--- config.mk ---
export PLATFORM = sky130hd
export DESIGN_NAME = img_dmem_reader
export DESIGN_NICKNAME = d
export VERILOG_FILES = /design/src/rtl/img_dmem_reader.sv
export SDC_FILE = /design/constraint.sdc
export NUM_CORES = 1
export LEC_CHECK = 0
export CAP_MARGIN = 20
export CORE_ASPECT_RATIO = 0.8
export CORE_UTILIZATION = 45
export DETAILED_ROUTE_END_ITERATION = 8
export GPL_TIMING_DRIVEN = 0
export PLACE_DENSITY = 0.73
export SETUP_SLACK_MARGIN = 0.4
export SYNTH_ARGS = -nofsm -noshare
export SYNTH_HDL_FRONTEND = slang
export SYNTH_SLANG_ARGS = --single-unit
--- constraint.sdc ---
create_clock -name pxlclk -period 5 [get_ports pxlclk]
set_input_delay 1 -clock pxlclk [delete_from_list [all_inputs] [get_ports pxlclk]]
set_output_delay 1 -clock pxlclk [all_outputs]
set_load 0.02 [all_outputs]
--- src/rtl/img_dmem_reader.sv ---
// img_dmem_reader: reads one stored frame from the image DMEM and streams it out as
// 16-bit pixels under valid/ready. Each 256-bit DMEM word holds 16 pixels, with lane 0
// in bits [15:0]. Start-of-frame, end-of-row and end-of-frame markers go with the pixels.
// Build option: define IMG_RD_PREFETCH_EN to add a shadow word buffer. The next word is
// then fetched while the current word streams, so there is no gap between words.
module img_dmem_reader #(
    parameter int unsigned NUM_PIX   = 784,
    parameter int unsigned ROW_LEN   = 28,
    parameter logic [6:0]  BASE_ADDR = 7'd0
) (
    input  logic         pxlclk,
    input  logic         rst_n,
    input  logic         iStart,
    input  logic         iAbort,
    output logic         oBusy,
    output logic         oDmem_rden,
    output logic [6:0]   oDmem_addr,
    input  logic [255:0] iDmem_q,
    output logic         oPix_valid,
    input  logic         iPix_ready,
    output logic [15:0]  oPix_data,
    output logic         oPix_sof,
    output logic         oPix_eol,
    output logic         oPix_eof,
    output logic         oDone
);

    localparam logic [9:0] LAST_PIX = 10'(NUM_PIX - 1);
    localparam logic [4:0] LAST_COL = 5'(ROW_LEN - 1);

    typedef enum logic [2:0] {StIdle, StFetch, StWait, StStream, StDone} state_e;

    state_e         state_q;
    logic [9:0]     pix_cnt_q;
    logic [5:0]     word_idx_q;
    logic [3:0]     lane_q;
    logic [4:0]     col_q;
    logic [255:0]   word_buf_q;
    logic           xfer;

`ifdef IMG_RD_PREFETCH_EN
    localparam logic [5:0] LAST_WORD = 6'(NUM_PIX / 16 - 1);

    logic [255:0]   shadow_q;
    logic           shadow_full_q;
    logic           pf_issue_q;     // prefetch read request is on the DMEM port this cycle
    logic           pf_wait_q;      // prefetch data arrives on iDmem_q this cycle
`endif

    assign xfer = (state_q == StStream) && iPix_ready;

    // Frame FSM: sequences word fetches, buffer loads and the pixel counters
    always_ff @(posedge pxlclk or negedge rst_n) begin
        if (!rst_n) begin
            state_q       <= StIdle;
            pix_cnt_q     <= '0;
            word_idx_q    <= '0;
            lane_q        <= '0;
            col_q         <= '0;
            word_buf_q    <= '0;
`ifdef IMG_RD_PREFETCH_EN
            shadow_q      <= '0;
            shadow_full_q <= 1'b0;
            pf_issue_q    <= 1'b0;
            pf_wait_q     <= 1'b0;
`endif
        end else if (iAbort) begin
            // Abort beats every other transition, including a start in IDLE
            state_q       <= StIdle;
            pix_cnt_q     <= '0;
            word_idx_q    <= '0;
            lane_q        <= '0;
            col_q         <= '0;
`ifdef IMG_RD_PREFETCH_EN
            shadow_full_q <= 1'b0;
            pf_issue_q    <= 1'b0;
            pf_wait_q     <= 1'b0;
`endif
        end else begin
`ifdef IMG_RD_PREFETCH_EN
            pf_issue_q <= 1'b0;
            pf_wait_q  <= pf_issue_q;
`endif
            unique case (state_q)
                StIdle: begin
                    if (iStart) begin
                        state_q    <= StFetch;
                        pix_cnt_q  <= '0;
                        word_idx_q <= '0;
                        lane_q     <= '0;
                        col_q      <= '0;
                    end
                end
                StFetch: begin
                    state_q <= StWait;
                end
                StWait: begin
                    word_buf_q <= iDmem_q;
                    lane_q     <= '0;
                    state_q    <= StStream;
`ifdef IMG_RD_PREFETCH_EN
                    pf_issue_q <= (word_idx_q != LAST_WORD) && !shadow_full_q;
`endif
                end
                StStream: begin
                    if (xfer) begin
                        pix_cnt_q <= pix_cnt_q + 10'd1;
                        lane_q    <= lane_q + 4'd1;
                        col_q     <= (col_q == LAST_COL) ? 5'd0 : col_q + 5'd1;
                        if (pix_cnt_q == LAST_PIX) begin
                            state_q <= StDone;
                        end else if (lane_q == 4'd15) begin
                            word_idx_q <= word_idx_q + 6'd1;
`ifdef IMG_RD_PREFETCH_EN
                            if (shadow_full_q) begin
                                // Swap in the prefetched word and start fetching the one after
                                word_buf_q    <= shadow_q;
                                shadow_full_q <= 1'b0;
                                pf_issue_q    <= (word_idx_q + 6'd1) != LAST_WORD;
                            end else begin
                                state_q <= StFetch;
                            end
`else
                            state_q <= StFetch;
`endif
                        end
                    end
                end
                StDone: begin
                    state_q <= StIdle;
                end
                default: begin
                    state_q <= StIdle;
                end
            endcase
`ifdef IMG_RD_PREFETCH_EN
            // A read is only issued with the shadow empty, so this never overwrites a full shadow
            if (pf_wait_q) begin
                shadow_q      <= iDmem_q;
                shadow_full_q <= 1'b1;
            end
`endif
        end
    end

    // Outputs decoded from the registered state and counters
    always_comb begin
        oBusy      = (state_q != StIdle);
        oPix_valid = (state_q == StStream);
        oDone      = (state_q == StDone);
        oPix_data  = oPix_valid ? word_buf_q[{lane_q, 4'b0000} +: 16] : 16'd0;
        oPix_sof   = oPix_valid && (pix_cnt_q == 10'd0);
        oPix_eol   = oPix_valid && (col_q == LAST_COL);
        oPix_eof   = oPix_valid && (pix_cnt_q == LAST_PIX);
        oDmem_rden = (state_q == StFetch);
        oDmem_addr = (state_q == StFetch) ? BASE_ADDR + {1'b0, word_idx_q} : 7'd0;
`ifdef IMG_RD_PREFETCH_EN
        if (pf_issue_q) begin
            oDmem_rden = 1'b1;
            oDmem_addr = BASE_ADDR + {1'b0, word_idx_q} + 7'd1;
        end
`endif
    end

endmodule
* After elaboration in Yosys (flattened, before gate mapping)
Index checks and enable logic that the tools add are counted.
Word-level totals: output and inout port bits 30, bits of input ports 261, register bits after elaboration 284
Operators by class: bitwise logic cells 1, equal/unequal tests 12, add/subtract/negate cells 4, reductions and logical operators 14, shifts and indexed selects 1, mux-type cells 27
Operators with widths (count):
- indexed part select 256 x 9 -> 16 bit | 1
- two-way mux 6 bit | 6
- two-way mux 10 bit | 3
- two-way mux 5 bit | 4
- case mux 10 bit (2 select lines) | 1
- two-way mux 16 bit | 1
- two-way mux 3 bit | 5
- two-way mux 4 bit | 3
- case mux 3 bit (4 select lines) | 1
- case mux 4 bit (3 select lines) | 1
- case mux 6 bit (2 select lines) | 1
- adder 10 x 1 -> 10 bit (second input constant) | 1
- == test 10 bit (second input constant) | 1
- logical NOT 10 bit | 1
- case mux 5 bit (2 select lines) | 1
- AND reduction 3 bit | 3
- adder 6 x 1 -> 6 bit (second input constant) | 1
- == test 3 x 2 -> 1 bit (second input constant) | 2
- inequality test 3 x 2 -> 1 bit (second input constant) | 2
- inequality test 3 bit (second input constant) | 2
- nonzero test 3 bit | 2
- adder 5 x 1 -> 5 bit (second input constant) | 1
- == test 5 bit (second input constant) | 1
- AND reduction 5 bit | 1
- other kinds (10) | 13

* Depth between registers and ports, before layout
depth in word-level cells 6, gate-level depth with buffers 7, depth with buffers taken out 7

* Least setup slack after synthesis
OpenSTA, ideal clock, no wires.
kind register -> output, start point register state_q[0], end point output oPix_data[13], cell stages (with the launch flop) 8, buffers on the path 1, arrival 1843 ps, setup slack 2157 ps, cells stage by stage dfrtp_1 -> buf_2 -> nand3_2 -> inv_1 -> nand2_1 -> a211oi_1 -> a21oi_1 -> o21ai_0
Between the ends: longest elaborated chain between the ends 2
Ends and longest elaborated chain:
- start: declaration | RTL line 33 | state_e state_q;
- start signal: assignment | RTL line 55 | state_q <= StIdle;
- start signal: assignment | RTL line 69 | state_q <= StIdle;
- start signal: assignment | RTL line 87 | state_q <= StFetch;
- == test 3 x 2 -> 1 bit | RTL line 149 | oPix_valid = (state_q == StStream);
- named net oPix_valid | RTL line 19 | output logic oPix_valid,
- two-way mux 16 bit | RTL line 151 | oPix_data = oPix_valid ? word_buf_q[{lane_q, 4'b0000} +: 16] : 16'd0;
- end: declaration | RTL line 21 | output logic [15:0] oPix_data,
The timed path passes the listed nets, and every way through them passes these cells.

* Worst setup path after layout
start point register lane_q[1], end point output oPix_data[2]
Between the ends: longest elaborated chain between the ends 2
Ends and longest elaborated chain:
- start: declaration | RTL line 36 | logic [3:0] lane_q;
- start signal: assignment | RTL line 108 | lane_q <= lane_q + 4'd1;
- indexed part select 256 x 9 -> 16 bit | RTL line 151
- two-way mux 16 bit | RTL line 151
No other way between the ends.

==> impl_metrics.env <==
export IMPL_status="complete, but fails checks"
export IMPL_violations="DRC"
export IMPL_wl_met2_mm=18.3
export IMPL_rr_worst_depth=6
export IMPL_worst_slew_pin_slew_ns=0.774
export IMPL_layout_drive_gt1_share=0.351
export IMPL_synth_seq_cells=284
export IMPL_port_buffers=289
export IMPL_worst_r2r_startpoint="state_q[1]"
export IMPL_synth_warning_count=0
export IMPL_ys_seq_area_frac=0.538
export IMPL_drt_iter0_markers=487
export IMPL_nets=1470
export IMPL_grt_usage=0.254
export IMPL_wl_met3_mm=2.39
export IMPL_finalInstanceArea_um2=17600
export IMPL_grt_overflow=0
export IMPL_powerDensity_nw_per_um2=400
export IMPL_end_kind="output pin"
export IMPL_htreeDepth=1
export IMPL_pin_count=291
export IMPL_clkSinkCount=284
export IMPL_worst_endpoint_arrival_ns=3.48
export IMPL_period_share=0.897
export IMPL_cts_resized=1
export IMPL_r2r_end="word_buf_q[207]"
export IMPL_grt_pass1_wl_mm=56.9
export IMPL_leakage_nw=7.01
export IMPL_routed_wirelength_mm=37.5
export IMPL_antenna_found_initial=8
export IMPL_die_area_um2=30000
export IMPL_highest_layer="met5"
export IMPL_synth_edff_count=0
export IMPL_clock_path_buffers=3
export IMPL_hold_class="in2async"
export IMPL_grt_max_degree=120
export IMPL_drv_cap=0
export IMPL_synth_top_cell_by_area="dfrtp_1"
export IMPL_critPathKind="reg2out"
export IMPL_path_max_fanout=10
export IMPL_clk_transition_reported_paths_ns=0.06
export IMPL_die_w_um=194
export IMPL_synthTopCellsByArea="dfrtp_1 (54%), mux2_2 (22%), mux4_2 (9.9%)"
export IMPL_hpwl_mm=28.3
export IMPL_rrSetupSlack_ns=2.81
export IMPL_ctsHoldBuffers=0
export IMPL_cts_tree="done"
export IMPL_grt_pass1_vias=9505
export IMPL_area_growth_pct=33.6
export IMPL_drc_errors=18
export IMPL_hold_viol=0
export IMPL_detail_route_antenna_nets=0
export IMPL_core_area_um2=28600
export IMPL_placed_area_um2=16600
export IMPL_syn_num_nets=1148
export IMPL_finalSetupViolCount=0
export IMPL_vias=8948
export IMPL_routedWlPerCell_um=23.4
export IMPL_yosysMostFrequentCell="dfrtp_1"
export IMPL_initial_core_util=0.462
export IMPL_synth_top_area_share=0.538
export IMPL_rows=55
export IMPL_met1Wirelength_mm=16.0
export IMPL_routabilityCongestion=0.861
export IMPL_rsz0062_at_grt="false"
export IMPL_layout_cells_non_filler=1600
export IMPL_timing_fmax_mhz=223
export IMPL_worst_slew_margin_rel=0.484
export IMPL_synthArstFlopShare=1.00
export IMPL_drv_slew=0
export IMPL_syn_inst=882
export IMPL_cts_made_buffers=29
export IMPL_cp_start_kind="flip-flop"
export IMPL_dp_cells=1543
export IMPL_cts_root_buffer="clkbuf_16"
export IMPL_synth_cell_type_count=54
export IMPL_ir_drop_v=0.000268
export IMPL_ys_flop_type="dfrtp_1"
export IMPL_insertion_delay_ns=0.57
export IMPL_drt_vias_per_instance=5.59
export IMPL_first_pass_iters=7
export IMPL_clock_skew_ns=0.0148
export IMPL_die_h_um=155
export IMPL_post_cts_buffers=0
export IMPL_layout_min_cycle_time_ns=4.48
export IMPL_synth_area_um2=13200
export IMPL_crit_required_ns=4.00
export IMPL_synth_top_cells_by_count="dfrtp_1 (284), mux2_2 (256), mux4_2 (58)"
export IMPL_synth_avg_cell_area_um2=15.0
-- per-layer routing --
metal,up-vias,track usage
met5,-,0
met4,8,0.0625
met2,279,0.420
li1,3958,-
met3,63,0.0577
met1,4640,0.340
-- worst max-delay path by stage --
stage | start | endpoint | slack (ns) | depth (start not counted)
floorplan | state_q[0] | oPix_data[13] | 2.16 | 7
global placement | rst_n | word_buf_q[104] | -9.58 | 1
detailed placement | lane_q[1] | oPix_data[2] | 1.0 | 6
CTS | lane_q[1] | oPix_data[10] | 0.41 | 6
global route | lane_q[1] | oPix_data[2] | 0.41 | 6
finish | lane_q[1] | oPix_data[2] | 0.52 | 6
-- logic make-up after synthesis --
group | share of synthesized area
AO/OA/AOI/OAI | 0.0422
buffers and inverters | 0.0309
multiplexers | 0.337
AND/OR/NAND/NOR | 0.0435
XOR/XNOR | 0.00332
adder cells (fa/ha/maj) | 0.00474
flip-flops | 0.538
other | 0.000284
-- report_power, final --
part / total (W) / switching (W) / internal [W]
Sequential: 0.00333 / 0.000355 / 0.00297
Clock: 0.00227 / 0.000923 / 0.00134
Combinational: 0.00146 / 0.000478 / 0.000977
-- cells in the final DEF, fill, tap and decap left out, drive strengths merged, types with 2 or more instances in the layout --
| cell | count |
|---|---|
| buf | 54 |
| nor4b | 2 |
| nand2 | 20 |
| a21oi | 11 |
| or2 | 3 |
| a32oi | 3 |
| mux2i | 26 |
| nor4 | 3 |
| clkbuf | 51 |
| dfrtp | 284 |
| ha | 5 |
| a221o | 3 |
| bufinv | 3 |
| nand3 | 10 |
| and2 | 10 |
| o21ai | 24 |
| a21o | 3 |
| or3 | 3 |
| o41ai | 3 |
| a31oi | 3 |
| diode | 4 |
| a22o | 4 |
| nand2b | 3 |
| a211oi | 9 |
| clkinv | 5 |
| xnor2 | 5 |
| nor3 | 7 |
| a2111oi | 3 |
| o31ai | 3 |
| nor2b | 8 |
| clkdlybuf4s50 | 288 |
| and3 | 7 |
| mux4 | 58 |
| nor2 | 17 |
| o22ai | 11 |
| nand4 | 2 |
| inv | 9 |
| mux2 | 256 |
-- flip-flops by register name, summed over array words and instances (netlist names) --
| register | count |
|---|---|
| word_buf_q | 256 |
| pix_cnt_q | 10 |
| word_idx_q | 6 |
| col_q | 5 |
| lane_q | 4 |
| state_q | 3 |
-- layout make-up --
type                       instances  area (um2)
fill                            2220       10900
sequential                       284        7110
multi-input combinational        531        5690
timing repair buffer             291        2950
clock buffer                      43         858
tap                              370         463
buffer                            59         382
clock inverter                    10         143
inverter                           8        30.0
antenna                            4        10.0
-- worst max-delay path: stages, from the launching register on --
cell and delay, ns:
dfrtp_1 0.48, buf_2 0.35, buf_1 0.63, mux4_2 0.40
mux2i_1 0.24, o22ai_1 0.13, clkdlybuf4s50_1 0.68
-- through the flow --
stage                TNS, ns   util  worst slack [ns]  hold slack (ns)  total power (W)
CTS                        0  0.617             0.412            0.492          0.00711
detailed placement         0  0.582              1.00            0.492          0.00483
global placement    -2710.13  0.580             -9.58            0.473          0.00476
global route               0  0.617             0.408            0.510          0.00737
finish                     0  0.618             0.517            0.472          0.00705
floorplan                  0      -              2.16            0.451          0.00421
Power figures use the tool's default switching activity.
